### src/rtl/fft_pkg.sv
// Shared definitions for the FFT frame arbiter: FSM state encoding and frame-length helper.
package fft_pkg;

    typedef enum logic [1:0] {
        ST_IDLE   = 2'd0,
        ST_GRANT  = 2'd1,
        ST_STREAM = 2'd2,
        ST_DONE   = 2'd3
    } state_t;

    localparam int NUM_SRC = 4;

    function automatic int nfft(input int size_buffer);
        return 1 << size_buffer;
    endfunction

endpackage

### src/rtl/fft_frame_arbiter_if.sv
// Source-side and FFT-side handshake bundle of the frame arbiter.
interface fft_frame_arbiter_if #(
    parameter int DATA_FFT_SIZE = 16
) ();
    logic [3:0]                   i_req;
    logic [3:0]                   i_valid;
    logic [4*DATA_FFT_SIZE-1:0]   i_data_i;
    logic [4*DATA_FFT_SIZE-1:0]   i_data_q;
    logic [3:0]                   o_ready;
    logic [3:0]                   o_grant;
    logic                         i_fft_ready;
    logic                         o_fft_valid;
    logic [DATA_FFT_SIZE-1:0]     o_fft_data_i;
    logic [DATA_FFT_SIZE-1:0]     o_fft_data_q;
    logic [1:0]                   o_frame_src;
    logic                         o_frame_done;
    logic                         o_busy;

    // The arbiter side.
    modport slave (
        input  i_req, i_valid, i_data_i, i_data_q, i_fft_ready,
        output o_ready, o_grant, o_fft_valid, o_fft_data_i, o_fft_data_q,
               o_frame_src, o_frame_done, o_busy
    );

    // The sources plus FFT core side.
    modport master (
        output i_req, i_valid, i_data_i, i_data_q, i_fft_ready,
        input  o_ready, o_grant, o_fft_valid, o_fft_data_i, o_fft_data_q,
               o_frame_src, o_frame_done, o_busy
    );
endinterface

### src/rtl/rr_arb4.sv
// Combinational 4-way round-robin pick: first set request after 'last', wrapping mod 4.
module rr_arb4 (
    input  logic [3:0] req,
    input  logic [1:0] last,
    output logic [3:0] gnt_onehot,
    output logic [1:0] gnt_idx,
    output logic       any
);
    logic [1:0] cand;

    // NOTE: every always_comb output gets a default first so no path can infer a latch.
    always_comb begin
        gnt_onehot = '0;
        gnt_idx    = '0;
        cand       = '0;
        any        = |req;
        // Scan from farthest to nearest so the nearest requester after 'last' wins.
        for (int k = 4; k >= 1; k--) begin
            cand = last + 2'(k);
            if (req[cand]) begin
                gnt_idx    = cand;
                gnt_onehot = 4'b0001 << cand;
            end
        end
    end
endmodule

### src/rtl/fft_frame_arbiter.sv
// Grants whole NFFT-sample frames of one of four sources to a shared streaming FFT core.
module fft_frame_arbiter
    import fft_pkg::*;
#(
    parameter int SIZE_BUFFER   = 10,
    parameter int DATA_FFT_SIZE = 16
) (
    input logic                 i_clk,
    input logic                 i_reset,
    fft_frame_arbiter_if.slave  bus
);
    localparam int DW = DATA_FFT_SIZE;
    localparam logic [SIZE_BUFFER-1:0] CNT_LAST = SIZE_BUFFER'(nfft(SIZE_BUFFER) - 1);

    state_t                 state_q, state_d;
    logic [3:0]             grant_q, grant_d;
    logic [1:0]             src_q,   src_d;
    logic [1:0]             last_q,  last_d;
    logic [SIZE_BUFFER-1:0] cnt_q,   cnt_d;

    logic [3:0]    arb_onehot;
    logic [1:0]    arb_idx;
    logic          arb_any;
    logic          xfer;
    logic          fft_valid;
    logic [3:0]    ready;
    logic [DW-1:0] fft_data_i;
    logic [DW-1:0] fft_data_q;

    rr_arb4 u_rr_arb4 (
        .req        (bus.i_req),
        .last       (last_q),
        .gnt_onehot (arb_onehot),
        .gnt_idx    (arb_idx),
        .any        (arb_any)
    );

    // Only the granted source's slice is ever selected, so X elsewhere cannot leak.
    assign xfer = (state_q == ST_STREAM) && bus.i_valid[src_q] && bus.i_fft_ready;

    always_comb begin
        state_d    = state_q;
        grant_d    = grant_q;
        src_d      = src_q;
        last_d     = last_q;
        cnt_d      = cnt_q;
        fft_valid  = 1'b0;
        ready      = '0;
        fft_data_i = '0;
        fft_data_q = '0;
        case (state_q)
            ST_IDLE: begin
                if (arb_any) begin
                    grant_d = arb_onehot;
                    src_d   = arb_idx;
                    state_d = ST_GRANT;
                end
            end
            ST_GRANT: state_d = ST_STREAM;
            ST_STREAM: begin
                fft_valid     = bus.i_valid[src_q];
                ready[src_q]  = bus.i_fft_ready;
                fft_data_i    = bus.i_data_i[src_q*DW +: DW];
                fft_data_q    = bus.i_data_q[src_q*DW +: DW];
                if (xfer) begin
                    if (cnt_q == CNT_LAST) begin
                        cnt_d   = '0;
                        last_d  = src_q;
                        grant_d = '0;
                        state_d = ST_DONE;
                    end else begin
                        cnt_d = cnt_q + 1'b1;
                    end
                end
            end
            ST_DONE: state_d = ST_IDLE;
            default: state_d = ST_IDLE;
        endcase
    end

    // NOTE: state registers use non-blocking assignments so all flops update from pre-edge values.
    always_ff @(posedge i_clk) begin
        if (i_reset) begin
            state_q <= ST_IDLE;
            grant_q <= '0;
            src_q   <= '0;
            last_q  <= 2'd3;
            cnt_q   <= '0;
        end else begin
            state_q <= state_d;
            grant_q <= grant_d;
            src_q   <= src_d;
            last_q  <= last_d;
            cnt_q   <= cnt_d;
        end
    end

    assign bus.o_ready      = ready;
    assign bus.o_grant      = grant_q;
    assign bus.o_fft_valid  = fft_valid;
    assign bus.o_fft_data_i = fft_data_i;
    assign bus.o_fft_data_q = fft_data_q;
    assign bus.o_frame_src  = src_q;
    assign bus.o_frame_done = (state_q == ST_DONE);
    assign bus.o_busy       = (state_q == ST_GRANT) || (state_q == ST_STREAM);
endmodule

### src/flat_wrapper.sv
// flat-port wrapper written by rule: the top's interface ports become plain ports
module fft_frame_arbiter_flat import fft_pkg::*;
#(
    parameter int SIZE_BUFFER   = 10,
    parameter int DATA_FFT_SIZE = 16
)
  (i_clk, i_reset, bus_i_req, bus_i_valid, bus_i_data_i, bus_i_data_q, bus_i_fft_ready, bus_o_ready, bus_o_grant, bus_o_fft_valid, bus_o_fft_data_i, bus_o_fft_data_q, bus_o_frame_src, bus_o_frame_done, bus_o_busy);
  fft_frame_arbiter_if #(.DATA_FFT_SIZE(DATA_FFT_SIZE)) bus_i ();
  input logic i_clk;
  input logic i_reset;
  input wire logic [$bits(bus_i.i_req)-1:0] bus_i_req;
  input wire logic [$bits(bus_i.i_valid)-1:0] bus_i_valid;
  input wire logic [$bits(bus_i.i_data_i)-1:0] bus_i_data_i;
  input wire logic [$bits(bus_i.i_data_q)-1:0] bus_i_data_q;
  input wire logic [$bits(bus_i.i_fft_ready)-1:0] bus_i_fft_ready;
  output wire logic [$bits(bus_i.o_ready)-1:0] bus_o_ready;
  output wire logic [$bits(bus_i.o_grant)-1:0] bus_o_grant;
  output wire logic [$bits(bus_i.o_fft_valid)-1:0] bus_o_fft_valid;
  output wire logic [$bits(bus_i.o_fft_data_i)-1:0] bus_o_fft_data_i;
  output wire logic [$bits(bus_i.o_fft_data_q)-1:0] bus_o_fft_data_q;
  output wire logic [$bits(bus_i.o_frame_src)-1:0] bus_o_frame_src;
  output wire logic [$bits(bus_i.o_frame_done)-1:0] bus_o_frame_done;
  output wire logic [$bits(bus_i.o_busy)-1:0] bus_o_busy;
  assign bus_i.i_req = bus_i_req;
  assign bus_i.i_valid = bus_i_valid;
  assign bus_i.i_data_i = bus_i_data_i;
  assign bus_i.i_data_q = bus_i_data_q;
  assign bus_i.i_fft_ready = bus_i_fft_ready;
  assign bus_o_ready = bus_i.o_ready;
  assign bus_o_grant = bus_i.o_grant;
  assign bus_o_fft_valid = bus_i.o_fft_valid;
  assign bus_o_fft_data_i = bus_i.o_fft_data_i;
  assign bus_o_fft_data_q = bus_i.o_fft_data_q;
  assign bus_o_frame_src = bus_i.o_frame_src;
  assign bus_o_frame_done = bus_i.o_frame_done;
  assign bus_o_busy = bus_i.o_busy;
  fft_frame_arbiter #(.SIZE_BUFFER(SIZE_BUFFER), .DATA_FFT_SIZE(DATA_FFT_SIZE)) u_core (.i_clk(i_clk), .i_reset(i_reset), .bus(bus_i));
endmodule
### config.mk
export PLATFORM = sky130hd
export DESIGN_NAME = fft_frame_arbiter_flat
export DESIGN_NICKNAME = d
export VERILOG_FILES = /design/src/rtl/fft_pkg.sv /design/src/rtl/fft_frame_arbiter_if.sv /design/src/rtl/rr_arb4.sv /design/src/rtl/fft_frame_arbiter.sv /design/src/flat_wrapper.sv
export SDC_FILE = /design/constraint.sdc
export NUM_CORES = 1
export LEC_CHECK = 0
export BUFFER_PORTS_ARGS = -buffer_cell sky130_fd_sc_hd__buf_4
export CAP_MARGIN = 40
export CORE_ASPECT_RATIO = 0.7
export CORE_MARGIN = 8
export CORE_UTILIZATION = 35
export CTS_BUF_LIST = sky130_fd_sc_hd__clkbuf_8
export CTS_CLUSTER_SIZE = 10
export DETAILED_ROUTE_END_ITERATION = 8
export PLACE_DENSITY = 0.79
export SYNTH_ARGS = -nofsm -noshare
export SYNTH_HDL_FRONTEND = slang
export SYNTH_HIERARCHICAL = 1
export SYNTH_SLANG_ARGS = --single-unit
export TNS_END_PERCENT = 50
### constraint.sdc
create_clock -name i_clk -period 2.4 [get_ports i_clk]
set_input_delay 0.36 -clock i_clk [delete_from_list [all_inputs] [get_ports i_clk]]
set_output_delay 0.36 -clock i_clk [all_outputs]
set_load 0.02 [all_outputs]
==> impl_metrics.yaml <==
logic_synthesis:
  yosysWarnings: 6
  synth-seq-cells: 20
  synth_edf_count: 0
  yosysTopAreaCell: "mux4_2"
  yosys_most_used_dff: "dfxtp_1"
  synth_top_area_frac: 0.301
  synthCells: 260
  synth_commonest_cells: "and2_1 (33), mux4_2 (33), dfxtp_1 (20), nand2_1 (19), nor2_1 (15)"
  synth_fp_nets: 409
  synthTopCellsByArea: "mux4_2 (30%), dfxtp_1 (16%), and2_1 (8.4%)"
  syn_area_per_cell_um2: 9.50
  synth_area_um2: 2470
  async_flop_share: 0
  ys_seq_area_frac: 0.162
  yosysUniqueCellTypes: 43
clock_network:
  root_buffer: "clkbuf_8"
  cts_setup_buffers: 0
  cts_tree: "built"
  cts_buffers: 3
  htree_levels: 1
  clkTransAtPathRegs_ns: 0.08
  cts_hold_buf: 0
  cts.sinks: 20
  clkLatencyLatePin_ns: 0.26
  cts_resized: 0
  clk_path_buf_depth: 2
place:
  port_buffers: 183
  dpl-instance-area_um2: 3980
  numPlacedInstances: 530
  place_hpwl_mm: 8.97
  pre_cts_ws_ns: 0.242
  place_congestion: 0.827
pwr:
  leakage_uw: 0.00178
  powerDensity_nw_per_um2: 501
  vdd_drop_max_mv: 0.261
final_layout:
  fin_cells: 534
  postLayoutCellArea_um2: 4050
  nFillCells: 603
  layout-drive-gt1-share: 0.559
  syn2layout_area_growth_pct: 64.0
  nets: 590
  n_antenna_cell: 0
timing:
  setup-violations-final: 0
  finalMaxSlewViolations: 0
  max_slew_margin: 0.609
  fin_ws_ns: 0.167
  tightest_slew_ns: 0.583
  fin_crit_sh: 0.930
  period_needed_ns: 2.23
  rsz0062_at_grt: "false"
  finClkSkew_ns: 0.00224
  final_hold_viol_count: 0
  max_freq_ghz: 0.448
  tns_ns: 0
setup_path:
  crit_type: "reg -> reg"
  critPathLaunchType: "flop"
  critPathMaxFanout: 9
  required_ns: 2.59
  crit_arrival_ns: 2.42
  worstSetupEndpointType: "flop"
route:
  dr.pass1.iters: 4
  antenna_violating_nets_post_route: 0
  vias: 2920
  wl_mm: 10.8
  dr.first_iter.drc_count: 252
  post_drt_wl_per_cell_um: 20.1
  routed_via_density: 5.47
  drc: 0
worst_hold_path:
  hold_path_class: "in -> reg"
die:
  core_um2: 6790
  start_util: 0.364
  num_rows: 25
  ioPinCount: 184
  die_x_um: 116
  die_area_um2: 10000
  die_y_um: 86.3
job:
  cap_viol_max_count: 0
grt:
  grt_max_degree: 24
  grt_overflow: 0
  grt_pass1_vias: 2842
  grt_util_all_layers: 0.191
  grt_pass1_wl_mm: 15.4
  antenna_found_initial: 0
run_status:
  status: "completed"
==> flip-flops by register name (all words and copies together) (netlist names) <==
register / count
u_core/state_q: 2
u_core/last_q: 2
u_core/cnt_q: 10
u_core/bus.o_grant: 4
u_core/bus.o_frame_src: 2
==> cell type report <==
class                      instances  area [um^2]  area share
multi-input combinational        215         1950       0.482
tap                               94          118      0.0290
inverter                           8         30.0     0.00741
clock buffer                       3         41.3      0.0102
timing repair buffer             193         1470       0.364
sequential                        20          404      0.0998
clock inverter                     1         30.0     0.00741
==> metrics by stage <==
step	power, uW	utilization	hold WS [ns]
global route	2140	0.597	0.328
finish	2030	0.597	0.337
CTS	2040	0.597	0.328
floorplan	1150	-	0.429
detailed placement	1710	0.586	0.460
global placement	1680	0.586	0.462
==> metal layers <==
| metal | GRT usage | routed length, um | part of all wire |
|---|---|---|---|
| met1 | 0.214 | 3980 | 0.37 |
| met2 | 0.369 | 5780 | 0.54 |
| met3 | 0.0423 | 909 | 0.085 |
| met4 | 0.0152 | 83 | 0.0077 |
| met5 | 0 | 0 | 0 |
==> report_power, final <==
part | switching, uW | internal (uW) | total, uW
Clock | 115 | 223 | 337
Combinational | 592 | 683 | 1280
Sequential | 43.1 | 375 | 418
==> cell usage in the layout, fill, tap and decap left out, types with 10 or more instances in the layout <==
cell / count
a21oi_1: 12
and2_1: 33
buf_4: 191
dfxtp_1: 17
ha_1: 10
mux2i_1: 12
mux4_2: 33
nand2_1: 19
nand3_1: 13
nor2_1: 15
o21ai_0: 11
==> critical path: stages, from the launching register on <==
cell	delay, ns
dfxtp_1	0.34
inv_1	0.09
ha_1	0.41
mux2_2	0.39
mux2i_2	0.42
nor2_1	0.10
a41oi_1	0.19
nand3b_1	0.10
mux2i_1	0.13
==> worst paths after layout <==
path	from	endpoint	slack [ns]	cells after the start
worst max-delay path	u_core/last_q[1]	u_core/bus.o_grant[0]	0.17	8
worst min-delay path	i_reset	u_core/cnt_q[2]	0.34	2
worst max register to register	u_core/last_q[1]	u_core/bus.o_grant[0]	0.17	8
worst min register to register	u_core/bus.o_grant[1]	u_core/bus.o_grant[1]	0.46	2
==> logic make-up (layout without fill, tap and decap cells) <==
logic type | after synthesis | after routing | synth area share
adders and majority gates | 10 | 10 | 0.0507
xor gates and xnor gates | 1 | 1 | 0.00355
DFF | 20 | 20 | 0.162
and+or+nand+nor | 113 | 113 | 0.258
AOI/OAI and AO/OA | 42 | 42 | 0.109
buffers and inverters | 25 | 205 | 0.0471
muxes | 49 | 49 | 0.369
No activity file was read; power rests on OpenSTA's default activity.
